===== config.mk =====
export PLATFORM = sky130hd
export DESIGN_NAME = sram_bus_arbiter
export DESIGN_NICKNAME = d
export VERILOG_FILES = /design/src/rtl/sram_bus_arbiter.sv
export SDC_FILE = /design/constraint.sdc
export NUM_CORES = 1
export LEC_CHECK = 0
export ABC_CLOCK_PERIOD_IN_PS = 4500
export CAP_MARGIN = 0
export CORE_MARGIN = 10
export CORE_UTILIZATION = 38
export DETAILED_ROUTE_END_ITERATION = 8
export GPL_TIMING_DRIVEN = 0
export PLACE_DENSITY = 0.9
export REMOVE_ABC_BUFFERS = 1
export SETUP_SLACK_MARGIN = 0.15
export SLEW_MARGIN = 10
export SYNTH_ARGS = -nofsm -noshare
export SYNTH_HDL_FRONTEND = slang
export SYNTH_SLANG_ARGS = --single-unit

===== constraint.sdc =====
create_clock -name clk -period 4.5 [get_ports clk]
set_input_delay 0.9 -clock clk [delete_from_list [all_inputs] [get_ports clk]]
set_output_delay 0.9 -clock clk [all_outputs]
set_load 0.02 [all_outputs]

===== src/rtl/sram_bus_arbiter.sv =====
// ----------------------------------------------------------------------------
// sram_bus_arbiter
//
// Purpose:
//     Shares one sram-like memory port between the instruction-fetch master
//     and the data (load/store) master. One transaction is outstanding at a
//     time. When both masters ask together, the one that was not granted last
//     time wins. The granted request is latched, so the master's inputs may
//     change after the grant without disturbing the bus.
//
// Ports:
//     clk, reset                 clock, asynchronous active-high reset
//     inst_req/wr/size/addr/wdata  fetch master request
//     inst_addr_ok/data_ok/rdata   fetch master handshake and response
//     data_req/wr/size/addr/wdata  load/store master request
//     data_addr_ok/data_ok/rdata   load/store master handshake and response
//     mem_req/wr/size/addr/wdata   slave request, driven from the latch
//     mem_addr_ok/data_ok/rdata    slave handshake and response
// ----------------------------------------------------------------------------
module sram_bus_arbiter #(
    parameter int ADDR_W = 32,
    parameter int DATA_W = 32
) (
    input  logic              clk,
    input  logic              reset,

    input  logic              inst_req,
    input  logic              inst_wr,
    input  logic [1:0]        inst_size,
    input  logic [ADDR_W-1:0] inst_addr,
    input  logic [DATA_W-1:0] inst_wdata,
    output logic              inst_addr_ok,
    output logic              inst_data_ok,
    output logic [DATA_W-1:0] inst_rdata,

    input  logic              data_req,
    input  logic              data_wr,
    input  logic [1:0]        data_size,
    input  logic [ADDR_W-1:0] data_addr,
    input  logic [DATA_W-1:0] data_wdata,
    output logic              data_addr_ok,
    output logic              data_data_ok,
    output logic [DATA_W-1:0] data_rdata,

    output logic              mem_req,
    output logic              mem_wr,
    output logic [1:0]        mem_size,
    output logic [ADDR_W-1:0] mem_addr,
    output logic [DATA_W-1:0] mem_wdata,
    input  logic              mem_addr_ok,
    input  logic              mem_data_ok,
    input  logic [DATA_W-1:0] mem_rdata
);

    typedef enum logic [1:0] {
        IDLE = 2'd0,
        ADDR = 2'd1,
        DATA = 2'd2
    } state_t;

    state_t            r_state;
    state_t            w_nextState;

    // Owner and last grant both use 0 = fetch master, 1 = data master.
    logic              r_owner;
    logic              r_lastGrant;

    logic              r_wr;
    logic [1:0]        r_size;
    logic [ADDR_W-1:0] r_addr;
    logic [DATA_W-1:0] r_wdata;

    logic              w_grant;
    logic              w_grantData;
    logic              w_memReq;
    logic              w_addrOk;
    logic              w_dataOk;

    // Next-state and handshake decode. Grants are only decided in IDLE, which
    // costs one cycle per transaction but keeps the arbitration decision
    // independent of the slave's combinational handshake.
    // On a tie the master that was not granted last time wins.
    always_comb begin
        w_nextState = r_state;
        w_grant     = 1'b0;
        w_grantData = 1'b0;
        w_memReq    = 1'b0;
        w_addrOk    = 1'b0;
        w_dataOk    = 1'b0;

        case (r_state)
            IDLE: begin
                if (inst_req || data_req) begin
                    w_grant     = 1'b1;
                    w_grantData = data_req && (!inst_req || !r_lastGrant);
                    w_nextState = ADDR;
                end
            end
            ADDR: begin
                w_memReq = 1'b1;
                w_addrOk = mem_addr_ok;
                // A zero-latency slave finishes the whole transaction here.
                if (mem_addr_ok && mem_data_ok) begin
                    w_dataOk    = 1'b1;
                    w_nextState = IDLE;
                end else if (mem_addr_ok) begin
                    w_nextState = DATA;
                end
            end
            DATA: begin
                if (mem_data_ok) begin
                    w_dataOk    = 1'b1;
                    w_nextState = IDLE;
                end
            end
            default: begin
                w_nextState = IDLE;
            end
        endcase
    end

    // State register.
    always_ff @(posedge clk or posedge reset) begin
        if (reset) begin
            r_state <= IDLE;
        end else begin
            r_state <= w_nextState;
        end
    end

    // Grant bookkeeping and request latch. The latch is loaded only on a
    // grant, so the slave sees the request exactly as it was in the grant
    // cycle no matter what the master does afterwards.
    always_ff @(posedge clk or posedge reset) begin
        if (reset) begin
            r_owner     <= 1'b0;
            r_lastGrant <= 1'b0;
            r_wr        <= 1'b0;
            r_size      <= '0;
            r_addr      <= '0;
            r_wdata     <= '0;
        end else if (w_grant) begin
            r_owner     <= w_grantData;
            r_lastGrant <= w_grantData;
            if (w_grantData) begin
                r_wr    <= data_wr;
                r_size  <= data_size;
                r_addr  <= data_addr;
                r_wdata <= data_wdata;
            end else begin
                r_wr    <= inst_wr;
                r_size  <= inst_size;
                r_addr  <= inst_addr;
                r_wdata <= inst_wdata;
            end
        end
    end

    assign mem_req      = w_memReq;
    assign mem_wr       = r_wr;
    assign mem_size     = r_size;
    assign mem_addr     = r_addr;
    assign mem_wdata    = r_wdata;

    // Handshakes go only to the owner; read data is broadcast to both.
    assign inst_addr_ok = w_addrOk && !r_owner;
    assign inst_data_ok = w_dataOk && !r_owner;
    assign data_addr_ok = w_addrOk &&  r_owner;
    assign data_data_ok = w_dataOk &&  r_owner;
    assign inst_rdata   = mem_rdata;
    assign data_rdata   = mem_rdata;

endmodule


==> flow_metrics.env, run 1 <==
export IMPL_num_rows=38
export IMPL_cts_root_buf="clkbuf_16"
export IMPL_end_kind="output pin"
export IMPL_tritoncts="built"
export IMPL_drive_gt1_frac=0.03872
export IMPL_fp_coreArea_um2=10940
export IMPL_hold_path_class="reg -> reg"
export IMPL_gp_congestion=0.8714
export IMPL_grt_pass1_vias=3926
export IMPL_synth_most_common_cell="dfrtp_1"
export IMPL_n_fill_cell=938
export IMPL_dr_total_vias=3890
export IMPL_dp_cells=719
export IMPL_start_kind="primary input"
export IMPL_synthesis_area_um2=4288
export IMPL_worst_slew_pin_slew_ns=0.6510
export IMPL_critPathMaxStageDelay_ns=0.61
export IMPL_maxSlewHeadroom=0.5660
export IMPL_status="finished clean"
export IMPL_cp_num_buf_inv=2
export IMPL_synth_area_leaders="dfrtp_1, or3b_1, buf_4, a31oi_1, o21ai_1"
export IMPL_critPathRequiredTime_ns=3.60
export IMPL_path_max_fanout=4
export IMPL_synth_top_cell_area_share=0.4085
export IMPL_slew_violations=0
export IMPL_antenna_cells=0
export IMPL_cp_slowest_cell="clkdlybuf4s50_1"
export IMPL_die_area_um2=15930
export IMPL_crit_family="buffers and inverters"
export IMPL_synth_top_area_cell="dfrtp_1"
export IMPL_crit_chain="clkdlybuf4s50_1, and2_1, o2111a_1, clkdlybuf4s50_1"
export IMPL_grt_overflow=0
export IMPL_post_drt_wl_per_cell_um=21.68
export IMPL_drv_cap=0
export IMPL_route_detailed_drc=0
export IMPL_num_io_pins=308
export IMPL_post_cts_resized=0
export IMPL_clk_latency_ns=0.32
export IMPL_die_w_um=126.2
export IMPL_start_util=0.3921
export IMPL_port_buffers=211
export IMPL_cp_arrival_ns=2.42
export IMPL_fin_crit_ns=3.324
export IMPL_cellPowerDensity_nw_per_um2=654.3
export IMPL_synth_edff_count=0
export IMPL_cts_buffer_depth=2
export IMPL_track_usage=0.1899
export IMPL_rsz0062_at_grt="no"
export IMPL_syn_inst=472
export IMPL_instances_no_fill=734
export IMPL_finClkSkew_ns=0.007714
export IMPL_grt_max_degree=76
export IMPL_crit_type="in -> out"
export IMPL_ys_warn_count=0
export IMPL_synthArstFlopShare=1.000
export IMPL_die_h_um=126.2
export IMPL_ant_nets=0
export IMPL_initialDrtViolationCount=232
export IMPL_dr_pass1_iters=5
export IMPL_final_util=0.5661
export IMPL_hpwl_um=12570
export IMPL_drt_total_wl_um=15920
export IMPL_fmax_mhz=300.9
export IMPL_grt_first_pass_wirelength_um=23590
export IMPL_via_per_inst=5.300
export IMPL_clk_pin_slew_worst_paths_ns=0.05
export IMPL_synth_seq_cells=70
export IMPL_synth_seq_area_share=0.4085
export IMPL_area_growth_pct=44.38
export IMPL_nets=765
export IMPL_cts_hold_buf=0
export IMPL_synthTopCellsByCount="dfrtp_1, nor2_1, a31oi_1, or3b_1, buf_4"
export IMPL_ys_flop_type="dfrtp_1"
export IMPL_hold_viol=0
export IMPL_clock_sinks=70
export IMPL_antenna_found_initial=0
export IMPL_timing_critical_path_mode_cell="clkdlybuf4s50_1"
export IMPL_hold_ws_ns=0.5401
export IMPL_synth_cell_type_count=24
export IMPL_final_setup_viol_count=0
export IMPL_cts_setup_buffers=0
export IMPL_cts_max_level=3
export IMPL_post_route_period_util=0.7386
export IMPL_peakVddDrop_mv=0.7061
export IMPL_leakagePower_nw=2.339
export IMPL_numCtsBuffers=9
export IMPL_avgSynthCellArea_um2=9.084
[metal layers]
metal	vias to the layer above	wire length (um)	global-route usage
li1	1861	-	-
met1	1795	6654	0.2229
met2	222	6484	0.2595
met3	9	2636	0.1569
met4	3	58	0.03215
met5	-	81	0.05263
[power breakdown]
group          internal [mW]  total, mW  switching (mW)
combinational           1.02       2.27            1.26
sequential             0.955       1.13           0.177
clock                  0.397      0.648           0.252
[cell usage in the layout, fill, tap and decap left out, drive strengths merged]
| master | instances |
|---|---|
| clkinv | 3 |
| mux2 | 1 |
| nand2 | 3 |
| or3b | 67 |
| clkdlybuf4s50 | 211 |
| o2111a | 2 |
| clkbuf | 11 |
| nor3b | 1 |
| inv | 4 |
| nor2 | 69 |
| o21ai | 68 |
| nor3 | 1 |
| ha | 3 |
| nor2b | 2 |
| o22ai | 1 |
| o211ai | 1 |
| o21a | 1 |
| clkinvlp | 1 |
| a31oi | 67 |
| buf | 4 |
| dfrtp | 70 |
| or4 | 1 |
| and2 | 2 |
[cell families (layout without fill, tap and decap cells)]
family / Yosys count / count (layout) / synth area share
AND/OR/NAND/NOR: 146 / 146 / 0.2110
AO/OA/AOI/OAI: 140 / 140 / 0.1873
buffers and inverters: 112 / 234 / 0.1818
flip-flops: 70 / 70 / 0.4085
adder cells (fa/ha/maj): 3 / 3 / 0.008755
multiplexers: 1 / 1 / 0.002626
[state kept, by name, summed over array words and instances (netlist names)]
| signal | flops |
|---|---|
| r_lastGrant | 1 |
| mem_addr | 32 |
| mem_size | 2 |
| mem_wdata | 32 |
| r_state | 2 |
| mem_wr | 1 |
[area by class of cell]
class | count | area, um^2 | share of cell area
timing repair buffer | 215 | 2200 | 0.3553
tap | 140 | 175.2 | 0.02829
clock inverter | 4 | 22.52 | 0.003638
multi-input combinational | 290 | 1772 | 0.2862
inverter | 4 | 17.52 | 0.002829
sequential | 70 | 1752 | 0.2829
clock buffer | 11 | 252.7 | 0.04082
[path summary, 6_finish.rpt]
path	startpoint	endpoint	slack, ns	cells after the start
setup / recovery	mem_addr_ok	data_data_ok	1.18	4
hold reg to reg	r_state[0]	r_state[0]	0.54	1
min in group asynchronous	reset	mem_addr[9]	0.97	2
setup reg to reg	r_state[1]	mem_addr[18]	2.31	6
hold / removal	r_state[0]	r_state[0]	0.54	1
max in group asynchronous	reset	mem_wdata[11]	2.98	3
[through the flow]
step                setup TNS [ns]  setup WS, ns  power (mW)  cell area, um^2
finish                           0         1.176       4.051             6191
global placement            -26.98       -0.4604       3.333             5811
detailed placement               0         1.213       3.428             5916
floorplan                        0        0.9927       2.339             3523
CTS                              0         1.200       4.098             6191
global route                     0         1.147       4.340             6191
No activity file was read; power rests on OpenSTA's default activity.
==> inputs of run 2 (changes only) <==
--- a/config.mk
+++ b/config.mk
@@ -5,13 +5,13 @@
 export SDC_FILE = /design/constraint.sdc
 export NUM_CORES = 1
 export LEC_CHECK = 0
-export ABC_CLOCK_PERIOD_IN_PS = 4500
+export ABC_CLOCK_PERIOD_IN_PS = 3300
 export CAP_MARGIN = 0
 export CORE_MARGIN = 10
-export CORE_UTILIZATION = 38
+export CORE_UTILIZATION = 35
 export DETAILED_ROUTE_END_ITERATION = 8
 export GPL_TIMING_DRIVEN = 0
-export PLACE_DENSITY = 0.9
+export PLACE_DENSITY = 0.84
 export REMOVE_ABC_BUFFERS = 1
 export SETUP_SLACK_MARGIN = 0.15
 export SLEW_MARGIN = 10
==> constraint.sdc (replaced) <==
create_clock -name clk -period 3.3 [get_ports clk]
set_input_delay 0.66 -clock clk [delete_from_list [all_inputs] [get_ports clk]]
set_output_delay 0.66 -clock clk [all_outputs]
set_load 0.02 [all_outputs]
==> run 2 against run 1 <==
Effect of this change:
- via count increased by 2.0%
- highest routed layer unchanged
- critical endpoint unchanged
- total power increased by 40%
- non-clock buffer count unchanged
- sequential share of layout area decreased by 0.36 points
- final area increased by 1.3%
- critical path depth unchanged
==> flow_metrics.env, run 2 (synthesis results as in run 1) <==
export IMPL_status="finished clean"
export IMPL_leakagePower_nw=2.366
export IMPL_r2r_end="mem_addr[14]"
export IMPL_hold_viol=0
export IMPL_grt_overflow=0
export IMPL_final_setup_viol_count=0
export IMPL_slew_violations=0
export IMPL_peakVddDrop_mv=0.4411
export IMPL_fmax_mhz=355.9
export IMPL_n_fill_cell=1097
export IMPL_via_per_inst=5.352
export IMPL_gp_congestion=0.7927
export IMPL_setup_slack_ns=0.4900
export IMPL_final_util=0.5221
export IMPL_detailed_place_area_um2=5947
export IMPL_rsz0062_at_grt="no"
export IMPL_cts_root_buf="clkbuf_16"
export IMPL_rrSetupSlack_ns=1.19
export IMPL_cts_buffer_depth=2
export IMPL_grt_first_pass_wirelength_um=23080
export IMPL_tritoncts="built"
export IMPL_clk_latency_ns=0.33
export IMPL_post_route_period_util=0.8515
export IMPL_instances_no_fill=741
export IMPL_path_max_fanout=4
export IMPL_final_common_cell="clkdlybuf4s50_1"
export IMPL_area_growth_pct=46.25
export IMPL_maxSlewHeadroom=0.5602
export IMPL_finClkSkew_ns=0.008265
export IMPL_final_cell_mix="clkdlybuf4s50_1, dfrtp_1, nor2_1"
export IMPL_cts_max_level=3
export IMPL_place_ws_ns=0.4823
export IMPL_cellPowerDensity_nw_per_um2=905.8
export IMPL_hold_path_end="mem_addr[5]"
export IMPL_dr_total_vias=3966
export IMPL_start_util=0.3570
export IMPL_track_usage=0.1783
export IMPL_dr_pass1_iters=4
export IMPL_post_drt_wl_per_cell_um=21.31
export IMPL_hold_path_class="reg -> reg"
export IMPL_port_buffers=211
export IMPL_ant_nets=0
export IMPL_crit_type="in -> out"
export IMPL_route_detailed_drc=0
export IMPL_worst_slew_pin_slew_ns=0.6596
export IMPL_die_area_um2=17080
export IMPL_fin_crit_ns=2.810
export IMPL_post_cts_resized=0
export IMPL_antenna_cells=0
export IMPL_cts_hold_buf=0
export IMPL_drv_cap=0
export IMPL_start_kind="primary input"
export IMPL_num_io_pins=308
export IMPL_antenna_found_initial=0
export IMPL_design_area_um2=6271
export IMPL_die_w_um=130.7
export IMPL_dp_cells=726
export IMPL_cts_setup_buffers=0
export IMPL_drt_total_wl_um=15790
export IMPL_grt_max_degree=100
export IMPL_fp_coreArea_um2=12010
export IMPL_reg2reg_depth=6
export IMPL_num_rows=40
export IMPL_grt_pass1_vias=3993
export IMPL_hpwl_um=12610
export IMPL_cp_arrival_ns=2.15
export IMPL_nets=765
export IMPL_setup_tns_ns=0
export IMPL_drive_gt1_frac=0.03704
export IMPL_die_h_um=130.7
export IMPL_hold_depth=2
export IMPL_numCtsBuffers=9
export IMPL_clk_pin_slew_worst_paths_ns=0.06
export IMPL_critPathRequiredTime_ns=2.64
export IMPL_timing_rr_start="r_state[1]"
export IMPL_clock_sinks=70
export IMPL_end_kind="output pin"
export IMPL_initialDrtViolationCount=135
export IMPL_holdCritStartpoint="mem_addr[5]"
## run 2: cell types whose count changed in the layout (fill, tap and decap cells not counted)
cell,change
buf_12,-3
buf_16,+3
bufinv_16,+2
clkbuf_1,+1
clkinv_2,-3
## run 2: stage by stage
step	total power [mW]	hold WS, ns
finish	5.680	0.5481
global route	6.079	0.5643
CTS	5.758	0.5519
detailed placement	4.683	0.5422
global placement	4.548	0.5048
floorplan	3.190	0.4875
## run 2: worst max-delay path by stage
stage / to / start
final: data_data_ok / mem_addr_ok
after global placement: mem_wdata[8] / inst_req
after detailed placement: data_data_ok / mem_addr_ok
after global routing: data_data_ok / mem_addr_ok
after floorplan: mem_addr[0] / r_state[1]
after CTS: data_data_ok / mem_addr_ok
## run 2: cell type report
type,count,area [um^2],area share
clock buffer,12,256.5,0.04090
multi-input combinational,290,1772,0.2825
tap,147,183.9,0.02933
clock inverter,3,67.56,0.01077
inverter,4,17.52,0.002793
sequential,70,1752,0.2793
timing repair buffer,215,2222,0.3543
## run 2: critical path, cell delays in order
cell and delay [ns]:
clkdlybuf4s50_1 0.52, and2_1 0.17, o2111a_1 0.18, clkdlybuf4s50_1 0.62
## run 2: power by group
| part | total, mW | internal, mW | switching [mW] |
|---|---|---|---|
| clock network | 1.05 | 0.699 | 0.349 |
| registers | 1.53 | 1.30 | 0.227 |
| logic | 3.11 | 1.40 | 1.71 |
## run 2: metal layers
metal | vias up | routed length (um) | GRT usage
met2 | 224 | 6667 | 0.2519
met5 | - | 66 | 0.04630
met1 | 1853 | 6328 | 0.2038
li1 | 1866 | - | -
met4 | 2 | 250 | 0.06540
met3 | 21 | 2476 | 0.1233
